**src/rtl/uart_rx_if.sv**
```systemverilog
// Holding-register side of the UART receiver: received character, status flags,
// read strobe and the rts_n flow-control line.
interface uart_rx_if;
    logic [7:0] rx_data;
    logic       rx_valid;
    logic       rd_en;
    logic       parity_error;
    logic       frame_error;
    logic       overrun_error;
    logic       rts_n;

    modport master (
        output rx_data, rx_valid, parity_error, frame_error, overrun_error, rts_n,
        input  rd_en
    );

    modport slave (
        input  rx_data, rx_valid, parity_error, frame_error, overrun_error, rts_n,
        output rd_en
    );
endinterface

```
**src/rtl/uart_rx.sv**
```systemverilog
// 16x-oversampling UART receiver: 5-8 data bits, optional parity, 1-2 stop bits,
// single-entry holding register with parity/framing/overrun flags.
//
// state  | meaning
// IDLE   | line idle, waiting for a low sample on a tick
// START  | confirming the start bit at its mid-point
// DATA   | shifting in data bits, LSB first
// PARITY | sampling the parity bit
// STOP   | sampling 1 or 2 stop bits, then completing the frame
module uart_rx (
    input  logic       clk,
    input  logic       rst_n,
    input  logic       tick,
    input  logic       rx,
    input  logic [1:0] data_bit_num,
    input  logic       stop_bit_num,
    input  logic       parity_en,
    input  logic       parity_type,
    uart_rx_if.master  bus
);
    typedef enum logic [2:0] {IDLE, START, DATA, PARITY, STOP} state_t;

    state_t     state;
    logic       rx_meta;
    logic       rxs;
    logic [3:0] tick_cnt;
    logic [2:0] bit_cnt;
    logic [7:0] shreg;
    logic [1:0] cfg_dbn;
    logic       cfg_stop;
    logic       cfg_pen;
    logic       cfg_ptype;
    logic       par_err;
    logic       frm_err;
    logic [7:0] data_q;
    logic       valid_q;
    logic       perr_q;
    logic       ferr_q;
    logic       ovr_q;
    logic       last_data;
    logic       frame_done;

    always_comb begin
        last_data  = (bit_cnt == (3'd4 + {1'b0, cfg_dbn}));
        frame_done = tick && (state == STOP) && (tick_cnt == 4'd15) &&
                     (bit_cnt == {2'b00, cfg_stop});
    end

    always_ff @(posedge clk or negedge rst_n) begin
        if (!rst_n) begin
            rx_meta <= 1'b1;
            rxs     <= 1'b1;
        end else begin
            rx_meta <= rx;
            rxs     <= rx_meta;
        end
    end

    always_ff @(posedge clk or negedge rst_n) begin
        if (!rst_n) begin
            state     <= IDLE;
            tick_cnt  <= 4'd0;
            bit_cnt   <= 3'd0;
            shreg     <= 8'd0;
            cfg_dbn   <= 2'd0;
            cfg_stop  <= 1'b0;
            cfg_pen   <= 1'b0;
            cfg_ptype <= 1'b0;
            par_err   <= 1'b0;
            frm_err   <= 1'b0;
        end else if (tick) begin
            case (state)
                IDLE: begin
                    if (!rxs) begin
                        state    <= START;
                        tick_cnt <= 4'd0;
                    end
                end
                START: begin
                    if (tick_cnt == 4'd7) begin
                        if (!rxs) begin
                            // configuration is frozen here for the whole frame
                            cfg_dbn   <= data_bit_num;
                            cfg_stop  <= stop_bit_num;
                            cfg_pen   <= parity_en;
                            cfg_ptype <= parity_type;
                            tick_cnt  <= 4'd0;
                            bit_cnt   <= 3'd0;
                            shreg     <= 8'd0;
                            par_err   <= 1'b0;
                            frm_err   <= 1'b0;
                            state     <= DATA;
                        end else begin
                            state <= IDLE;
                        end
                    end else begin
                        tick_cnt <= tick_cnt + 4'd1;
                    end
                end
                DATA: begin
                    tick_cnt <= tick_cnt + 4'd1;
                    if (tick_cnt == 4'd15) begin
                        shreg[bit_cnt] <= rxs;
                        if (last_data) begin
                            bit_cnt <= 3'd0;
                            state   <= cfg_pen ? PARITY : STOP;
                        end else begin
                            bit_cnt <= bit_cnt + 3'd1;
                        end
                    end
                end
                PARITY: begin
                    tick_cnt <= tick_cnt + 4'd1;
                    if (tick_cnt == 4'd15) begin
                        // odd parity fails on an even XOR, even parity on an odd XOR
                        par_err <= (((^shreg) ^ rxs) == cfg_ptype);
                        state   <= STOP;
                    end
                end
                STOP: begin
                    tick_cnt <= tick_cnt + 4'd1;
                    if (tick_cnt == 4'd15) begin
                        frm_err <= frm_err | ~rxs;
                        if (bit_cnt == {2'b00, cfg_stop}) begin
                            state <= IDLE;
                        end else begin
                            bit_cnt <= bit_cnt + 3'd1;
                        end
                    end
                end
                default: state <= IDLE;
            endcase
        end
    end

    always_ff @(posedge clk or negedge rst_n) begin
        if (!rst_n) begin
            data_q  <= 8'd0;
            valid_q <= 1'b0;
            perr_q  <= 1'b0;
            ferr_q  <= 1'b0;
            ovr_q   <= 1'b0;
        end else if (frame_done) begin
            data_q  <= shreg;
            perr_q  <= cfg_pen & par_err;
            ferr_q  <= frm_err | ~rxs;
            valid_q <= 1'b1;
            // a simultaneous read consumes the old character, so no overrun
            if (valid_q) begin
                ovr_q <= ~bus.rd_en;
            end
        end else if (bus.rd_en && valid_q) begin
            valid_q <= 1'b0;
            ovr_q   <= 1'b0;
        end
    end

    assign bus.rx_data       = data_q;
    assign bus.rx_valid      = valid_q;
    assign bus.parity_error  = perr_q;
    assign bus.frame_error   = ferr_q;
    assign bus.overrun_error = ovr_q;
    assign bus.rts_n         = valid_q;
endmodule

```
**src/flat_wrapper.sv**
```systemverilog
// flat-port wrapper written by rule: the top's interface ports become plain ports
module uart_rx_flat 
  (clk, rst_n, tick, rx, data_bit_num, stop_bit_num, parity_en, parity_type, bus_rx_data, bus_rx_valid, bus_parity_error, bus_frame_error, bus_overrun_error, bus_rts_n, bus_rd_en);
  uart_rx_if bus_i ();
  input  logic clk;
  input  logic rst_n;
  input  logic tick;
  input  logic rx;
  input  logic [1:0] data_bit_num;
  input  logic stop_bit_num;
  input  logic parity_en;
  input  logic parity_type;
  output wire logic [$bits(bus_i.rx_data)-1:0] bus_rx_data;
  output wire logic [$bits(bus_i.rx_valid)-1:0] bus_rx_valid;
  output wire logic [$bits(bus_i.parity_error)-1:0] bus_parity_error;
  output wire logic [$bits(bus_i.frame_error)-1:0] bus_frame_error;
  output wire logic [$bits(bus_i.overrun_error)-1:0] bus_overrun_error;
  output wire logic [$bits(bus_i.rts_n)-1:0] bus_rts_n;
  input wire logic [$bits(bus_i.rd_en)-1:0] bus_rd_en;
  assign bus_rx_data = bus_i.rx_data;
  assign bus_rx_valid = bus_i.rx_valid;
  assign bus_parity_error = bus_i.parity_error;
  assign bus_frame_error = bus_i.frame_error;
  assign bus_overrun_error = bus_i.overrun_error;
  assign bus_rts_n = bus_i.rts_n;
  assign bus_i.rd_en = bus_rd_en;
  uart_rx u_core (.clk(clk), .rst_n(rst_n), .tick(tick), .rx(rx), .data_bit_num(data_bit_num), .stop_bit_num(stop_bit_num), .parity_en(parity_en), .parity_type(parity_type), .bus(bus_i));
endmodule
```
**config.mk**
```make
export PLATFORM = sky130hd
export DESIGN_NAME = uart_rx_flat
export DESIGN_NICKNAME = d
export VERILOG_FILES = /design/src/rtl/uart_rx_if.sv /design/src/rtl/uart_rx.sv /design/src/flat_wrapper.sv
export SDC_FILE = /design/constraint.sdc
export NUM_CORES = 1
export LEC_CHECK = 0
export CORE_MARGIN = 10
export CORE_UTILIZATION = 52
export CTS_BUF_LIST = sky130_fd_sc_hd__clkbuf_4
export DETAILED_ROUTE_END_ITERATION = 12
export HOLD_SLACK_MARGIN = 0.08
export PLACE_DENSITY_LB_ADDON = 0.05
export SLEW_MARGIN = 20
export SYNTH_ARGS = -nofsm -noshare
export SYNTH_HDL_FRONTEND = slang
export SYNTH_SLANG_ARGS = --single-unit
```
**constraint.sdc**
```tcl
create_clock -name clk -period 2 [get_ports clk]
set_input_delay 0.4 -clock clk [delete_from_list [all_inputs] [get_ports clk]]
set_output_delay 0.4 -clock clk [all_outputs]
set_load 0.05 [all_outputs]
```
* Yosys cells after proc, flatten, opt, wreduce, memory -nomap -nowiden
Index checks and enable logic that the tools add are counted.
** Word-level totals
- Register bits :: 39
- Output and inout bits :: 13
** Cells by class
- $add $sub $neg :: 3
- Order comparisons :: 2
- Eq/ne operators :: 19
- Multiplexer cells :: 37
- Bitwise operators :: 5
- Reduce and logical (&&, ||, !) cells :: 22
** Operator list (number)
- 2-to-1 mux 3 bit :: 14
- 2-to-1 mux 8 bit :: 3
- one-hot mux 8 bit (2 select lines) :: 1
- one-hot mux 3 bit (5 select lines) :: 1
- AND reduction 5 bit :: 3
- one-hot mux 4 bit (3 select lines) :: 1
- != test 2 x 1 -> 1 bit (second input constant) :: 5
- != test 2 bit (second input constant) :: 5
- 2-to-1 mux 1 bit :: 9
- one-hot mux 3 bit (3 select lines) :: 1
- bitwise mux 8 bit :: 1
- 2-to-1 mux 4 bit :: 2
- AND reduction 8 bit :: 1
- nonzero test 2 bit :: 4
- parity 8 bit :: 1
- AND reduction 7 bit :: 1
- == test 3 x 2 -> 1 bit (second input constant) :: 2
- nonzero test 3 bit :: 2
- logical AND 1 bit :: 5
- adder 4 x 1 -> 4 bit (second input constant) :: 1
- == test 4 x 3 -> 1 bit (second input constant) :: 1
- == test 4 bit (second input constant) :: 1
- less-than comparator 3 x 4 -> 1 bit (second input constant) :: 1
- one-hot mux 1 bit (2 select lines) :: 2
- 18 further kinds :: 20

* Longest topological paths before layout
Gate-level depths: netlist of run 1.
- Depth in word-level cells :: 7
- Depth in mapped cells :: 8
- Gate-level depth less buffers :: 6

* Worst setup path after synthesis of run 1
OpenSTA, ideal clock, no wires.
- Path kind :: register to register
- Start point :: register u_core.tick_cnt[0]
- End point :: register u_core.data_q[0] (netlist: u_core.bus.rx_data[0])
- Setup time :: 0.125 ns
- Arrival :: 1.940 ns
- Required time :: 1.875 ns
- Setup slack :: -0.065 ns
- Cell stages (with the launch flop) :: 8
- Buffers on the path :: 2
- Period minus slack after synthesis :: 2.065 ns
- Cell sequence :: dfrtp_1 -> ha_1 -> nand3_2 -> or4_1 -> or2_1 -> buf_6 -> buf_6 -> mux2_4
** On the way
- Word-level cells in the longest chain between the ends :: 3
** Ends and longest elaborated chain
- from (decl) :: line uart_rx.sv:26 : logic [3:0] tick_cnt;
- from (signal assigned) :: line uart_rx.sv:97 : tick_cnt <= tick_cnt + 4'd1;
- from (signal assigned) :: line uart_rx.sv:101 : tick_cnt <= tick_cnt + 4'd1;
- from (signal assigned) :: line uart_rx.sv:113 : tick_cnt <= tick_cnt + 4'd1;
- == test 4 bit :: line uart_rx.sv:45 : frame_done = tick && (state == STOP) && (tick_cnt == 4'd15) &&
- logical AND 1 bit (2 in series) :: line uart_rx.sv:45
- to (signal assigned) :: line uart_rx.sv:144 : data_q <= shreg;
- to (decl) :: line uart_rx.sv:35 : logic [7:0] data_q;
Every way passes these cells.
A chain may end at the register's enable or synchronous reset.

* Final worst setup path of run 1
- Start point :: register u_core.tick_cnt[0]
- End point :: register u_core.shreg[7]
** On the way
- Word-level cells in the longest chain between the ends :: 3
- Elaborated cells between the ends (all ways) :: 5
- Those cells by class :: 4 x eq/ne; 1 x reduce/logical
** Ends and longest elaborated chain
- == test 4 bit / == test 4 x 3 -> 1 bit (equally long branches) :: line uart_rx.sv:102, uart_rx.sv:80
- != test 2 x 1 -> 1 bit (no line)
- AND reduction 5 bit (no line) (*)
- to (signal, indexed assignment) :: line uart_rx.sv:103 : shreg[bit_cnt] <= rxs;
- to (decl) :: line uart_rx.sv:28 : logic [7:0] shreg;
Mark *: on every way between the ends. The rest lies on a longest branch, timed or not.

==> results of run 1 <==
-- worst register-to-register path, stage by stage, from the launching register on --
cell      delay (ns)
dfrtp_1         0.41
ha_4            0.18
buf_12          0.10
nand4b_1        0.12
or4_1           0.60
or2_0           0.27
o21ai_0         0.19
-- how the worst min path moves through the flow --
stage	startpoint	to	slack [ns]
floorplan	rst_n	u_core.bit_cnt[0]	0.10
global placement	u_core.rx_meta	u_core.rxs	0.35
detailed placement	u_core.rx_meta	u_core.rxs	0.35
CTS	rst_n	u_core.shreg[1]	0.10
global route	rst_n	u_core.shreg[1]	0.12
finish	rst_n	u_core.shreg[1]	0.08
-- per-stage QoR --
stage	hold slack, ns	instance area (sq um)	setup slack (ns)	std cells
6_report	0.0793	2520	0.0342	289
2_1_floorplan	0.104	2030	0.0278	198
4_1_cts	0.102	2470	0.00342	285
5_1_grt	0.120	2520	-0.0180	289
3_3_place_gp	0.349	2390	-0.258	275
3_5_place_dp	0.350	2390	-0.290	275
-- state kept, by name (all words and copies together) (netlist names), 2 cells and up --
signal,flops
u_core.tick_cnt,4
u_core.bus.rx_data,8
u_core.shreg,8
u_core.state,3
u_core.bit_cnt,3
u_core.cfg_dbn,2
-- what timing repair did --
item | CTS | global route
pin swaps | 0 | 1
setup endpoints to repair | 6 | 10
buffers inserted | 2 | 4
resized for setup | 1 | 4
-- final cells by class --
class / instances / area, sq um / share of cell area [%]
inverter: 8 / 30.0 / 1.19
multi-input combinational: 138 / 962 / 38.1
clock inverter: 1 / 5.00 / 0.198
clock buffer: 7 / 52.6 / 2.08
sequential: 39 / 978 / 38.8
tap: 48 / 60.1 / 2.38
timing repair buffer: 48 / 437 / 17.3
-- placed cells by master, fill, tap and decap left out, types with 2 or more instances in the layout --
cell type,n
dfrtp_1,37
o21ai_0,26
buf_4,24
nand2_1,21
clkdlybuf4s50_1,19
mux2_2,10
a21oi_1,8
nand2b_1,7
inv_1,7
xnor2_1,7
clkbuf_4,7
a31oi_1,6
nor2_1,5
o31ai_1,5
mux2_4,4
nand3_1,3
or3_1,3
xor2_1,3
nor3_1,3
o22ai_1,2
o41ai_1,2
mux2i_1,2
buf_12,2
dfstp_2,2
-- cells by family (layout without fill, tap and decap cells) --
family,after synthesis,after routing
AO/OA/AOI/OAI,57,57
adder cells (fa/ha/maj),2,2
AND/OR/NAND/NOR,52,52
buffers and inverters,21,64
XOR/XNOR,11,11
flip-flops,39,39
multiplexers,16,16
-- power by group --
| group | switching (W) | internal, W | leakage (nW) |
|---|---|---|---|
| clock network | 0.000251 | 0.000164 | 0.0361 |
| registers | 0.000141 | 0.000901 | 0.517 |
| logic | 0.000651 | 0.000584 | 0.612 |
-- routing by layer --
layer	track usage (%)	vias to the layer above	routed length (um)
li1	-	785	-
met2	22.2	49	2040
met1	16.6	793	1870
met3	4.10	5	339
met4	3.57	0	42
met5	0	-	0
==> results.sh, run 1 <==
export IMPL_status="finished, final reports clean"
export IMPL_power_total_w=0.00269
export IMPL_io_buffer_count=22
export IMPL_final_nets=252
export IMPL_critPathBufInv=1
export IMPL_clk_latency_ns=0.35
export IMPL_tritoncts="done"
export IMPL_peakVddDrop_v=0.000735
export IMPL_hold_violations=0
export IMPL_numCtsBuffers=5
export IMPL_clockBufferDepth=2
export IMPL_start_kind="register"
export IMPL_endpoint="u_core.shreg[7]"
export IMPL_worst_pin_slew_ns=0.508
export IMPL_cp_depth=6
export IMPL_async_reset_ff_share_pct=100
export IMPL_cp_required_ns=2.26
export IMPL_initial_core_util_pct=54.2
export IMPL_cts_root_buf="clkbuf_4"
export IMPL_rows=22
export IMPL_relSlewSlack_pct=66.0
export IMPL_cts_sinks=39
export IMPL_clk_pin_slew_ns=0.12
export IMPL_leakage_nw=1.16
export IMPL_grt_remaining_overflow=0
export IMPL_routedWlPerCell_um=14.8
export IMPL_muxShareOfSynthArea_pct=9.57
export IMPL_yosysMostFrequentCell="dfrtp_1"
export IMPL_hold_path_class="primary input to asynchronous set/reset pin"
export IMPL_rr_startpoint="u_core.tick_cnt[0]"
export IMPL_synth_seq_cells=39
export IMPL_max_cap_violations=0
export IMPL_ctsHoldBuffers=0
export IMPL_synthCells=198
export IMPL_worstPathCellList="ha_4 -> buf_12 -> nand4b_1 -> or4_1 -> or2_0 -> o21ai_0"
export IMPL_gp_congestion=0.817
export IMPL_synth_top_family_by_area="compound AO/OA/AOI/OAI gates"
export IMPL_final_setup_tns_ns=0
export IMPL_vias_per_cell=5.65
export IMPL_synth_xor_area_share_pct=5.47
export IMPL_max_stage_delay_ns=0.60
export IMPL_synthToLayoutAreaGrowth_pct=25.3
export IMPL_grt_pass1_wl_mm=7.25
export IMPL_fillCellCount=299
export IMPL_r2r_end="u_core.shreg[7]"
export IMPL_drt_iter0_markers=77
export IMPL_synth_fa_ha_area_share_pct=1.24
export IMPL_endpoint_kind="register"
export IMPL_hpwl_mm=3.21
export IMPL_timing_critical_path_from="u_core.tick_cnt[0]"
export IMPL_layout_drive_gt1_share_pct=23.2
export IMPL_synth_compound_gate_area_share_pct=17.0
export IMPL_synthTopCellsByArea="dfrtp_1, o21ai_0, mux2_2"
export IMPL_crit_arrival_ns=2.22
export IMPL_period_needed_ns=1.97
export IMPL_yosysUniqueCellTypes=44
export IMPL_cp_slowest_cell="or4_1"
export IMPL_grt_start_max_net_pins=40
export IMPL_ys_seq_area_share_pct=48.6
export IMPL_synth_top_area_cell="dfrtp_1"
export IMPL_post_route_util_pct=67.9
export IMPL_powerDensity_nw_per_um2=1070
export IMPL_cp_max_fo=4
export IMPL_grt_pass1_vias=1594
export IMPL_cts_htree_levels=2
export IMPL_rr_worst_depth=6
export IMPL_crit_type="register to register"
export IMPL_r2r_slack_ns=0.03
export IMPL_grtUsageTotal_pct=13.4
export IMPL_num_vias=1632
export IMPL_num_antenna_cells=0
export IMPL_first_pass_iters=4
export IMPL_syn_area_sq_um=2010
export IMPL_critPathTopFamily="simple AND/OR/NAND/NOR gates"
export IMPL_antenna_found_initial=0
export IMPL_core_sq_um=3720
export IMPL_die_h_um=82.2
export IMPL_timing_final_crit_share_pct=98.3
export IMPL_yosys_top_cells_count="dfrtp_1, o21ai_0, nand2_1, mux2_2"
export IMPL_slew_violations=0
export IMPL_synth_edf_count=0
export IMPL_die_w_um=82.2
export IMPL_synth_simple_area_share_pct=13.2
export IMPL_ios=23
export IMPL_setup_viol=0
export IMPL_synthesis_nets=210
export IMPL_synth_ff_type="dfrtp_1"
export IMPL_die_area_sq_um=6760
export IMPL_fmax_ghz=0.509
export IMPL_ant_nets=0
export IMPL_synth_top_area_share_pct=46.0
export IMPL_drc=0
export IMPL_yosysWarnings=0
export IMPL_wirelength_mm=4.29
export IMPL_fin_skew_ns=0.0133
export IMPL_avgSynthCellArea_sq_um=10.2
Note: power is estimated with default switching activity, not from simulation.
==> inputs of run 2 (changes only) <==
Settings changed: TNS_END_PERCENT set to 30.
==> results of run 2 <==
Final layout, timing and power as in run 1 (identical DEF).
==> RTL change 1: new RTL, settings of run 1 <==
Re-encode `state_t` (5 states) as Gray code, 3 bits wide.
--- a/src/rtl/uart_rx.sv
+++ b/src/rtl/uart_rx.sv
@@ -19,5 +19,5 @@
     uart_rx_if.master  bus
 );
-    typedef enum logic [2:0] {IDLE, START, DATA, PARITY, STOP} state_t;
+    typedef enum logic [2:0] {IDLE = 3'b000, START = 3'b001, DATA = 3'b011, PARITY = 3'b010, STOP = 3'b110} state_t;
 
     state_t     state;
Behaviour: no difference found for any inputs over 10 cycles, from zero or initial values and one cycle with rst_n low; not proved beyond that.
==> RTL change 1 against run 1 <==
Area after synthesis is 2.5% higher; sequential cell count stayed put; register-to-register slack improved by 0.09 ns; wire length grew 5.7%; clock power fell by 7.9%; non-clock buffer count is 1 lower; first-iteration DRC count increased by 58%; setup slack gained 0.024 ns; design area rose by 1.0%; power is 6.0% higher.
==> RTL change 1: results (changes against run 1) <==
{
  "yosys.cell_types.count": {"value": 43, "change": "-2.3%"},
  "routedWlPerCell": {"value": 15.8, "unit": "um", "change": "+6.8%"},
  "cellLeakagePower": {"value": 1.16, "unit": "nW", "change": "-0.63%"},
  "timing.hold.worst.class": "flop to flop",
  "critical_path.top_delay_family": "buffers and inverters",
  "place_area": {"value": 2470, "unit": "sq um", "change": "+3.0%"},
  "gr-usage-all-layers": {"value": 13.4, "unit": "%", "change": "-0.037 points"},
  "place_congestion": {"value": 0.926, "change": "+13%"},
  "critPathMaxStageDelay": {"value": 0.82, "unit": "ns", "change": "+0.22 ns"},
  "crit_path_top_delay_cell": "clkdlybuf4s50_1",
  "route.met3.wl": {"value": 245, "unit": "um", "change": "-28%"},
  "vdd_drop_max": {"value": 0.607, "unit": "mV", "change": "-17%"},
  "seq_area_frac_synth": {"value": 47.4, "unit": "%", "change": "-1.2 points"},
  "syn_nets": {"value": 206, "change": "-1.9%"},
  "critical_path_arrival": {"value": 1.54, "unit": "ns", "change": "-0.68 ns"},
  "synth-warning-count": {"value": 0, "change": "unchanged"},
  "dpl.hpwl": {"value": 3360, "unit": "um", "change": "+4.9%"},
  "grt_first_pass_wirelength": {"value": 7860, "unit": "um", "change": "+8.4%"},
  "critical_path_origin": "u_core.bus.rts_n",
  "n_fill_cell": {"value": 307, "change": "+2.7%"},
  "finalNetCount": {"value": 249, "change": "-1.2%"},
  "netlist_top_cells_count": "dfrtp_1 (37), o21ai_0 (20), mux2_2 (14), xnor2_1 (13), nand2_1 (11)",
  "vias": {"value": 1665, "change": "+2.0%"},
  "met2_wirelength": {"value": 2110, "unit": "um", "change": "+3.5%"},
  "first_iter_violations": {"value": 122, "change": "+58%"},
  "timing.final.crit_period": {"value": 1.94, "unit": "ns", "change": "-0.0239 ns"},
  "detail_route.wirelength.met1": {"value": 2100, "unit": "um", "change": "+13%"},
  "finalClockSkew": {"value": 0.00766, "unit": "ns", "change": "-0.00563 ns"},
  "worst_pin_slew": {"value": 0.642, "unit": "ns", "change": "+0.134 ns"},
  "run_status": "complete, no violations"
}
==> RTL change 1: final timing paths <==
check,endpoint,slack (ns),cells past startpoint
setup reg to reg,u_core.bit_cnt[2],0.12,7
min in group asynchronous,u_core.bus.rx_data[6],0.55,3
hold reg to reg,u_core.rxs,0.37,0
hold / removal,u_core.rxs,0.37,0
max in group asynchronous,u_core.rx_meta,1.19,3
setup / recovery,bus_rx_valid,0.06,1
==> RTL change 1: through the flow <==
stage | worst slack (ns) | cells | util (%)
6_report | 0.0581 | 286 | 68.1
5_1_grt | -0.0452 | 286 | 68.1
4_1_cts | 0.0180 | 285 | 67.5
3_5_place_dp | -0.163 | 276 | 65.9
3_3_place_gp | -0.119 | 276 | 65.9
2_1_floorplan | 0.169 | 194 | -
==> RTL change 1: per-layer routing <==
layer,global-route usage (%),vias up
met4,5.38,0
met2,20.5,53
li1,-,801
met1,17.3,802
met3,3.61,9
met5,0,-
==> RTL change 1: cell type report <==
cell class	count	area (sq um)	area share, %
clock buffers	6	45.0	1.77
repair buffers	47	420	16.5
multi-input cells	134	1000	39.3
inverters	10	37.5	1.47
clock inverters	2	7.51	0.294
flip-flops and latches	39	978	38.4
well taps	48	60.1	2.35
==> RTL change 1: repair_timing <==
action                                 4_1_cts  5_1_grt
endpoints found under the hold margin       37        0
setup buffers                                0        1
hold buffers                                 1        0
gates resized for setup                      0        3
setup endpoints to repair                    0       12
==> RTL change 1: logic make-up after synthesis <==
kind of cell,after synthesis,share of synthesized area (%)
mux,14,7.64
compound gates,63,23.2
simple gates,42,10.4
fa+ha+maj,2,1.21
buf+inv,21,4.67
flops,39,47.4
xor+xnor,13,5.52
==> RTL change 1: power breakdown <==
part | switching, mW | internal (mW) | total [mW]
Sequential | 0.186 | 0.942 | 1.13
Clock | 0.239 | 0.144 | 0.383
Combinational | 0.690 | 0.654 | 1.34
==> RTL change 2: new RTL, flow settings as in run 1 <==
Made on the original files. Reset style: synchronous (`rst_n`), changed in 3 clocked blocks.
--- a/src/rtl/uart_rx.sv
+++ b/src/rtl/uart_rx.sv
@@ -47,5 +47,5 @@
     end
 
-    always_ff @(posedge clk or negedge rst_n) begin
+    always_ff @(posedge clk) begin
         if (!rst_n) begin
             rx_meta <= 1'b1;
@@ -57,5 +57,5 @@
     end
 
-    always_ff @(posedge clk or negedge rst_n) begin
+    always_ff @(posedge clk) begin
         if (!rst_n) begin
             state     <= IDLE;
@@ -134,5 +134,5 @@
     end
 
-    always_ff @(posedge clk or negedge rst_n) begin
+    always_ff @(posedge clk) begin
         if (!rst_n) begin
             data_q  <= 8'd0;
Formal check against the unedited RTL: no difference found for any inputs over 10 cycles, from zero or initial values and one cycle with rst_n low; that may be too few to reach the edited logic, so the function may still have changed.
==> RTL change 2 against run 1 <==
Largest cell class is now multi-input combinational cells; hold slack improved by 0.34 ns; sequential share of layout area decreased by 7.7 points; count of clock-buffer cells in the layout is 2 lower; wire length grew 15%; register-to-register slack better by 0.11 ns; design area is 0.69% higher; maximum frequency is 1.8% higher; area after synthesis is 3.7% higher; global-route usage up 0.63 points; setup slack better by 0.034 ns; sequential cell count stayed put; cell count is 17% higher.
Power is not compared: it rests on default switching activity, and its combinational part moved more than twofold at a synthesized area within 25%.
==> RTL change 2: results (changes against run 1) <==
{
  "avgViaCountPerCell": {"value": 5.48, "change": "-2.9%"},
  "reg2reg_slack": {"value": 0.14, "unit": "ns", "change": "+0.11 ns"},
  "antenna_found_initial": {"value": 0, "change": "unchanged"},
  "gr-usage-all-layers": {"value": 14.0, "unit": "%", "change": "+0.63 points"},
  "routedWlPerCell": {"value": 14.6, "unit": "um", "change": "-1.5%"},
  "netlist_top_cells_count": "dfxtp_1 (39), a21oi_1 (31), nand2_1 (26), nor2_1 (22), o21ai_0 (15)",
  "crit_path_top_delay_cell": "clkdlybuf4s50_1",
  "timing.hold.worst.class": "flop to flop",
  "first_iter_violations": {"value": 140, "change": "+82%"},
  "grt_max_degree": {"value": 15, "change": "-63%"},
  "clk_pin_slew": {"value": 0.12, "unit": "ns", "change": "about the same"},
  "syn_nets": {"value": 269, "change": "+28%"},
  "crit_end": "bus_rx_data[2]",
  "worstReg2RegEnd": "u_core.bit_cnt[2]",
  "syn_inst": {"value": 257, "change": "+30%"},
  "critical_path_origin": "u_core.bus.rx_data[2]",
  "min_delay_path_depth": 1,
  "grt_pass1_vias": {"value": 1688, "change": "+5.9%"},
  "finalClockSkew": {"value": 0.00759, "unit": "ns", "change": "-0.00570 ns"},
  "worst_pin_slew": {"value": 0.517, "unit": "ns", "change": "+0.00854 ns"},
  "ratio_of_cells_with_drive_above_1_in_the_final_layout": {"value": 16.3, "unit": "%", "change": "-7.0 points"},
  "path_max_fanout": {"value": 2, "change": "-2"},
  "leading_post_synthesis_cells_by_cell_area": "dfxtp_1 (37%), a21oi_1 (7.4%), nand2_1 (4.7%), nor2_1 (4.0%), xnor2_1 (3.8%)",
  "dpl.hpwl": {"value": 3640, "unit": "um", "change": "+13%"},
  "seq_area_frac_synth": {"value": 37.4, "unit": "%", "change": "-11 points"},
  "grt_first_pass_wirelength": {"value": 8170, "unit": "um", "change": "+13%"},
  "n_fill_cell": {"value": 336, "change": "+12%"},
  "dpl_cells": {"value": 329, "change": "+20%"},
  "min-delay-start": "u_core.rx_meta",
  "critPathMaxStageDelay": {"value": 0.82, "unit": "ns", "change": "+0.22 ns"},
  "synth_async_sr_flop_share": {"value": 0, "unit": "%", "change": "-100 points"},
  "r2r_start": "u_core.tick_cnt[1]",
  "vdd_drop_max_mv": 0.438,
  "place_congestion": {"value": 0.903, "change": "+11%"},
  "final_cell_count_no_fill": {"value": 337, "change": "+17%"},
  "critical_path.top_delay_family": "buffers and inverters",
  "postCtsSetupBuffers": {"value": 0, "change": "-2"},
  "run_status": "complete, no violations",
  "place_area": {"value": 2450, "unit": "sq um", "change": "+2.1%"},
  "yosys.cell_types.count": {"value": 53, "change": "+20%"},
  "critical_path_arrival": {"value": 1.53, "unit": "ns", "change": "-0.69 ns"},
  "clk_root_buffer_cell": "clkbuf_4",
  "finalNetCount": {"value": 300, "change": "+19%"}
}
RTL change 2: kinds of logic (layout without fill, tap and decap cells):
kind of cell / Yosys count / in the layout / synth area share, %
XOR/XNOR: 14 / 14 / 6.53
flip-flops: 39 / 39 / 37.4
buffers and inverters: 28 / 60 / 5.99
multiplexers: 6 / 6 / 2.88
AO/OA/AOI/OAI: 71 / 71 / 22.0
adder cells (fa/ha/maj): 3 / 3 / 1.68
AND/OR/NAND/NOR: 96 / 96 / 23.5
RTL change 2: final cells by class:
cell class,count,area (sq um),area share (%)
Tap cell,48,60.1,2.36
Clock inverter,3,38.8,1.53
Inverter,6,22.5,0.886
Sequential cell,39,790,31.1
Clock buffer,5,37.5,1.48
Multi-Input combinational cell,190,1200,47.0
Timing Repair Buffer,46,398,15.6
RTL change 2: what timing repair did:
item | in CTS | in global routing
cloned | 0 | 0
endpoints found under the setup margin | 3 | 18
pin swaps | 0 | 1
resized for setup | 3 | 8
RTL change 2: layer usage:
layer	share of wire, %	up-vias	track usage [%]
met5	0	-	0
met4	2.1	0	7.23
met3	4.2	9	3.61
met2	49	37	22.6
met1	44	852	16.7
li1	-	949	-
RTL change 2: metrics by stage:
| step | power (mW) | utilization [%] | hold slack, ns | setup WS (ns) |
|---|---|---|---|---|
| 2_1_floorplan | 0.842 | - | 0.386 | 0.186 |
| 3_3_place_gp | 0.879 | 64.9 | 0.391 | 0.00220 |
| 3_5_place_dp | 0.880 | 64.9 | 0.395 | -0.0170 |
| 4_1_cts | 1.40 | 66.9 | 0.423 | 0.0117 |
| 5_1_grt | 1.44 | 67.4 | 0.429 | -0.0342 |
| 6_report | 1.39 | 67.4 | 0.420 | 0.0685 |
